[src/rtl/aes_arb_pkg.sv]
// Shared types and constants for the AES operand-source arbiter.
// Holds the FSM state encoding, source identifiers and counter sizing helper.
package aes_arb_pkg;

    typedef enum logic {
        ARB_IDLE  = 1'b0,
        ARB_GRANT = 1'b1
    } arb_state_e;

    localparam logic SRC0 = 1'b0;
    localparam logic SRC1 = 1'b1;

    // Beat counter needs at least one bit even for single-beat blocks.
    function automatic int cnt_width(input int beats);
        return (beats > 1) ? $clog2(beats) : 1;
    endfunction

endpackage

[src/rtl/aes_mux_bank.sv]
// Bank of per-bit 2:1 mux cells sharing one select line.
// Kept as its own module so the select fanout stays isolated for timing.
module aes_mux_bank #(
    parameter int WIDTH = 128
) (
    input  logic             sel_i,
    input  logic [WIDTH-1:0] in0_i,
    input  logic [WIDTH-1:0] in1_i,
    output logic [WIDTH-1:0] out_o
);

    genvar gi;
    generate
        for (gi = 0; gi < WIDTH; gi++) begin : g_cell
            assign out_o[gi] = sel_i ? in1_i[gi] : in0_i[gi];
        end
    endgenerate

endmodule

[src/rtl/aes_src_arbiter.sv]
// Two-source round-robin arbiter feeding the AES round datapath operand input.
// A grant is held for a full block of BEATS accepted beats, then one IDLE cycle follows.
module aes_src_arbiter
    import aes_arb_pkg::*;
#(
    parameter int WIDTH = 128,
    parameter int BEATS = 1
) (
    input  logic             CLK,
    input  logic             RSTB,
    input  logic             REQ0_VALID,
    input  logic [WIDTH-1:0] REQ0_DATA,
    output logic             REQ0_READY,
    input  logic             REQ1_VALID,
    input  logic [WIDTH-1:0] REQ1_DATA,
    output logic             REQ1_READY,
    output logic             OUT_VALID,
    output logic [WIDTH-1:0] OUT_DATA,
    input  logic             OUT_READY,
    output logic             SEL,
    output logic             BUSY
);

    localparam int CW = cnt_width(BEATS);
    localparam logic [CW-1:0] LAST_BEAT = CW'(BEATS - 1);

    arb_state_e    state_q, state_d;
    logic          sel_q, sel_d;
    logic          last_q, last_d;
    logic [CW-1:0] cnt_q, cnt_d;
    logic          grant_valid;

    always_ff @(posedge CLK or negedge RSTB) begin
        if (!RSTB) begin
            state_q <= ARB_IDLE;
            sel_q   <= SRC0;
            last_q  <= SRC1;   // source 0 wins the first contention
            cnt_q   <= '0;
        end else begin
            state_q <= state_d;
            sel_q   <= sel_d;
            last_q  <= last_d;
            cnt_q   <= cnt_d;
        end
    end

    always_comb begin
        state_d     = state_q;
        sel_d       = sel_q;
        last_d      = last_q;
        cnt_d       = cnt_q;
        OUT_VALID   = 1'b0;
        REQ0_READY  = 1'b0;
        REQ1_READY  = 1'b0;
        grant_valid = sel_q ? REQ1_VALID : REQ0_VALID;

        case (state_q)
            ARB_IDLE: begin
                if (REQ0_VALID || REQ1_VALID) begin
                    if (REQ0_VALID && REQ1_VALID) begin
                        sel_d = ~last_q;
                    end else begin
                        sel_d = REQ1_VALID ? SRC1 : SRC0;
                    end
                    cnt_d   = '0;
                    state_d = ARB_GRANT;
                end
            end
            ARB_GRANT: begin
                OUT_VALID  = grant_valid;
                REQ0_READY = (sel_q == SRC0) && OUT_READY;
                REQ1_READY = (sel_q == SRC1) && OUT_READY;
                if (grant_valid && OUT_READY) begin
                    if (cnt_q == LAST_BEAT) begin
                        last_d  = sel_q;
                        state_d = ARB_IDLE;
                    end else begin
                        cnt_d = cnt_q + CW'(1);
                    end
                end
            end
            default: state_d = ARB_IDLE;
        endcase
    end

    assign SEL  = sel_q;
    assign BUSY = (state_q == ARB_GRANT);

    aes_mux_bank #(
        .WIDTH (WIDTH)
    ) u_mux_bank (
        .sel_i (sel_q),
        .in0_i (REQ0_DATA),
        .in1_i (REQ1_DATA),
        .out_o (OUT_DATA)
    );

endmodule
[config.mk]
export PLATFORM = sky130hd
export DESIGN_NAME = aes_src_arbiter
export DESIGN_NICKNAME = d
export VERILOG_FILES = /design/src/rtl/aes_arb_pkg.sv /design/src/rtl/aes_mux_bank.sv /design/src/rtl/aes_src_arbiter.sv
export SDC_FILE = /design/constraint.sdc
export NUM_CORES = 1
export LEC_CHECK = 0
export ABC_CLOCK_PERIOD_IN_PS = 1700
export CORE_AREA = 2 2 152 154
export DETAILED_ROUTE_END_ITERATION = 10
export DIE_AREA = 0 0 154 156
export PLACE_DENSITY = 0.51
export SYNTH_ARGS = -nofsm -noshare
export SYNTH_HDL_FRONTEND = slang
export SYNTH_SLANG_ARGS = --single-unit
[constraint.sdc]
create_clock -name CLK -period 1.7 [get_ports CLK]
set_clock_uncertainty 0.05 [all_clocks]
set_input_delay 0.255 -clock CLK [delete_from_list [all_inputs] [get_ports CLK]]
set_output_delay 0.255 -clock CLK [all_outputs]
set_load 0.01 [all_outputs]
* Word level (Yosys, flattened, before mapping)
Index checks and enable logic that the tools add are counted.
Storage, ports and cells: register bits 4, bits in latches 0, RAM bits 0, bits in read-only memories 0, bits of input ports 261, output and inout bits 133, word-level logic and storage cells 161, memories 0
Operators by class: $add $sub $neg 1, $mul 0, div/mod/pow operators 0, magnitude comparators 0, equality and inequality tests 2, shift operators 0, muxes and demuxes 142, bitwise operators 4, reduce and logical (&&, ||, !) cells 8
Operator list (number):
- $mux W1 | 140
- $logic_and A1 B1 Y1 | 4
- $not A1 Y1 | 4
- $pmux W1 S2 | 2
- $reduce_and A2 Y1 | 2
- $reduce_and A3 Y1 | 1
- $ne A2 B1 Y1 const B | 1
- $ne A2 B2 Y1 const B | 1
- $add A1 B1 Y1 const B | 1
- $logic_or A1 B1 Y1 | 1

* Longest topological paths before layout
depth in word-level cells 4, mapped depth 5, mapped depth without buffers 2

* Modules after synthesis
From an unflattened synthesis, not the netlist that was laid out.
Second synthesis, totals: cells, all modules 159, area total of the unflattened synthesis 1788.0 sq um
By module, submodules not included:
- aes_mux_bank | instances 1, cells an instance 142, area an instance 1619.1 sq um, sequential area each 0.0 sq um
- aes_src_arbiter | instances 1, cells an instance 17, area an instance 168.9 sq um, sequential area each 76.3 sq um

* Worst setup path before layout
No wires, ideal clock.
kind reg2out, start point reg sel_q (netlist: SEL), end point out OUT_DATA[103], arrival 1.141 ns, data required time 1.395 ns, path slack 0.254 ns, stages on the path, launching flop included 5, buffers on the path 3, path through dfrtp_1 -> buf_6 -> buf_6 -> buf_6 -> mux2_4
Between the ends: word-level cells in the longest chain between the ends 1
RTL lines:
- start: declaration | RTL line aes_src_arbiter.sv:28 | logic sel_q, sel_d;
- start signal: assignment | RTL line aes_src_arbiter.sv:41 | sel_q <= sel_d;
- $mux W1 | RTL line aes_mux_bank.sv:15 | assign out_o[gi] = sel_i ? in1_i[gi] : in0_i[gi];
- end: declaration | RTL line aes_src_arbiter.sv:18 | output logic [WIDTH-1:0] OUT_DATA,
Every way passes these cells.

* Final worst setup path
start point reg sel_q (netlist: SEL), end point out OUT_DATA[56]
The elaborated chain is that of the path after synthesis.

==> flow_summary.yaml <==
power_and_ir_drop:
  p_leak_nw: 3.04
  p_per_area_mw_per_mm2: 1190
  ir_drop_v: 0.000509
  fin_total_pwr_mw: 8.38
yosys:
  syn_avg_cell_area_um2: 12.1
  netlist-cell-type-count: 17
  syn-cell-area_mm2: 0.00194
  synthFlopType: "dfrtp_1"
  ys_warn_count: 0
  mappedNetlistNets: 421
  synth_area_leaders: "mux2_4 (43%), mux2_2 (42%), buf_6 (4.6%), dfrtp_1 (2.6%), buf_2 (1.8%)"
  yosys.area.top_type: "mux2_4"
  yosysMostFrequentCell: "mux2_2"
  synth_top_area_share_pct: 43.4
  syn_inst: 160
  async_flop_share_pct: 100
  synth-edff-count: 0
  synth-seq-cells: 3
  synth_seq_area_share_pct: 3.94
  synth_common_cells: "mux2_2 (72), mux2_4 (56), buf_6 (8), buf_2 (7), nor2_1 (3)"
critical_path:
  worstPathRequired_ns: 1.39
  ff2ff_setup_slack_ns: 0.36
  critical_path.slowest_cell: "dfrtp_4"
  r2r_end: "BUSY$_DFF_PN0_"
  cp_slowest_stage_delay_ns: 0.51
  reg2reg_depth: 4
  critPathMaxFanout: 13
  path_delay_family: "buffers and inverters"
  cp_data_arrival_time_ns: 1.62
  crit_chain: "buf_12, buf_12, buf_16, mux2_2, buf_6"
  crit_path_end_kind: "output port"
  crit_path_frequent_cell: "buf_12"
  critical_path_class: "reg -> out"
  critPathLaunchType: "flop"
  path_buf_inv: 4
  rr_startpoint: "SEL$_DFFE_PN0P_"
clock_tree:
  h-tree-depth: 1
  cts_root_buf: "clkbuf_16"
  numCtsBuffers: 3
  clk_pin_slew_worst_paths_ns: 0.03
  tritoncts: "done"
  clock_latency_ns: 0.22
  cts_num_sinks: 3
  clock_path_buffers: 2
floorplanning:
  pin_count: 394
  coreArea_mm2: 0.0224
  die_w_um: 154
  die_height_um: 156
  die_area_mm2: 0.0240
  rows: 55
  initial_core_util_pct: 8.67
placed_design:
  placed_area_mm2: 0.00635
  gp_congestion: 0.845
  place_hpwl_um: 13100
  io_buffers: 393
route:
  drt-wirelength-per-cell_um: 17.6
  drt_wl_total_um: 15400
  vias_per_cell: 3.58
  postRouteAntennaNets: 0
  remaining_drc_errors: 0
  via_count: 3123
  drt_iter0_drc: 43
  first_pass_iters: 4
global_routing:
  grt_pass1_wl_um: 21700
  grt_max_degree: 14
  grt_usage_pct: 11.8
  antenna_found_initial: 1
  grt_pass1_vias: 3648
  grt_overflow_total: 0
timing:
  final-hold-violation-count: 0
  worst_slew_pin_slew_ns: 0.214
  period_minus_slack_ns: 1.92
  min_period_over_period_pct: 113
  slew_headroom_pct: 85.7
  timing.final.ws_setup_ns: -0.224
  fmax_ghz: 0.520
  finalSetupViolCount: 130
  setup_tns_ns: -19.42
  slew_viol_final: 0
  grt_setup_unrepaired: "true"
cells_and_area:
  syn_to_final_growth_pct: 263
  drive_gt1_share_pct: 53.2
  antennaDiodeCount: 0
  stdcell_area_mm2: 0.00704
  utilization_pct: 31.5
  nets: 850
job:
  maxCapViolCount: 0
hold_path:
  hp-class: "in -> async"
status:
  status: "complete, but fails checks"
  violations: "negative setup slack"
registers in the layout, indices dropped and copies added, names as in the netlist:
register	cells
SEL	1
BUSY	1
last_q	1
kinds of logic after synthesis:
group | count (synthesis) | share of synthesized area [%]
AO/OA/AOI/OAI | 3 | 1.36
AND/OR/NAND/NOR | 9 | 2.39
multiplexers | 129 | 85.7
flip-flops | 3 | 3.94
buffers and inverters | 16 | 6.64
layer usage:
| layer | vias up | GRT usage, % | routed length (um) |
|---|---|---|---|
| met2 | 236 | 23.9 | 8450 |
| met3 | 8 | 3.08 | 1450 |
| met1 | 1410 | 12.3 | 5370 |
| li1 | 1469 | - | - |
| met4 | 0 | 1.74 | 130 |
| met5 | - | 0 | 0 |
placed cells by master (no fill, tap or decap), types with 2 or more instances in the layout:
master	synthesis	routed
buf_12	0	12
buf_8	0	6
nor2_1	3	2
buf_4	0	10
clkbuf_16	0	5
mux2_2	72	66
buf_16	0	2
buf_2	7	6
nand2_1	2	2
mux2_4	56	62
clkdlybuf4s50_1	0	261
buf_6	8	137
where the power goes:
part	internal (mW)	total (mW)	switching [mW]
clock network	0.310	0.381	0.0705
registers	0.118	0.171	0.0535
logic	5.15	7.83	2.69
per-stage QoR:
step	std cells	worst slack, ns	hold WS (ns)
finish	873	-0.224	0.192
global route	873	-0.245	0.206
CTS	868	-0.242	0.186
detailed placement	845	-0.263	0.420
global placement	845	-0.241	0.416
floorplan	160	0.254	-0.0906
how the worst max path moves through the flow:
stage / start / to / depth (start not counted)
floorplan: SEL$_DFFE_PN0P_ / OUT_DATA[103] / 4
global placement: SEL$_DFFE_PN0P_ / OUT_DATA[99] / 4
detailed placement: SEL$_DFFE_PN0P_ / OUT_DATA[99] / 4
CTS: SEL$_DFFE_PN0P_ / OUT_DATA[22] / 5
global route: SEL$_DFFE_PN0P_ / OUT_DATA[12] / 5
finish: SEL$_DFFE_PN0P_ / OUT_DATA[56] / 5
final cells by class:
cell class                      count  area, um^2
Fill cell                        2327       15300
Timing Repair Buffer              439        4740
Multi-Input combinational cell    141        1780
Tap cell                          285         357
Sequential cell                     3        80.1
Clock buffer                        4        78.8
Inverter                            1        3.75
what timing repair did:
action                                  4_1_cts  5_1_grt
cloned                                        4        2
buffers inserted                             15        6
hold buffers                                  0        0
endpoints found under the setup margin      131      128
pin swaps                                     0        0
resized for setup                           683       12
(Power assumes the default switching activity.)
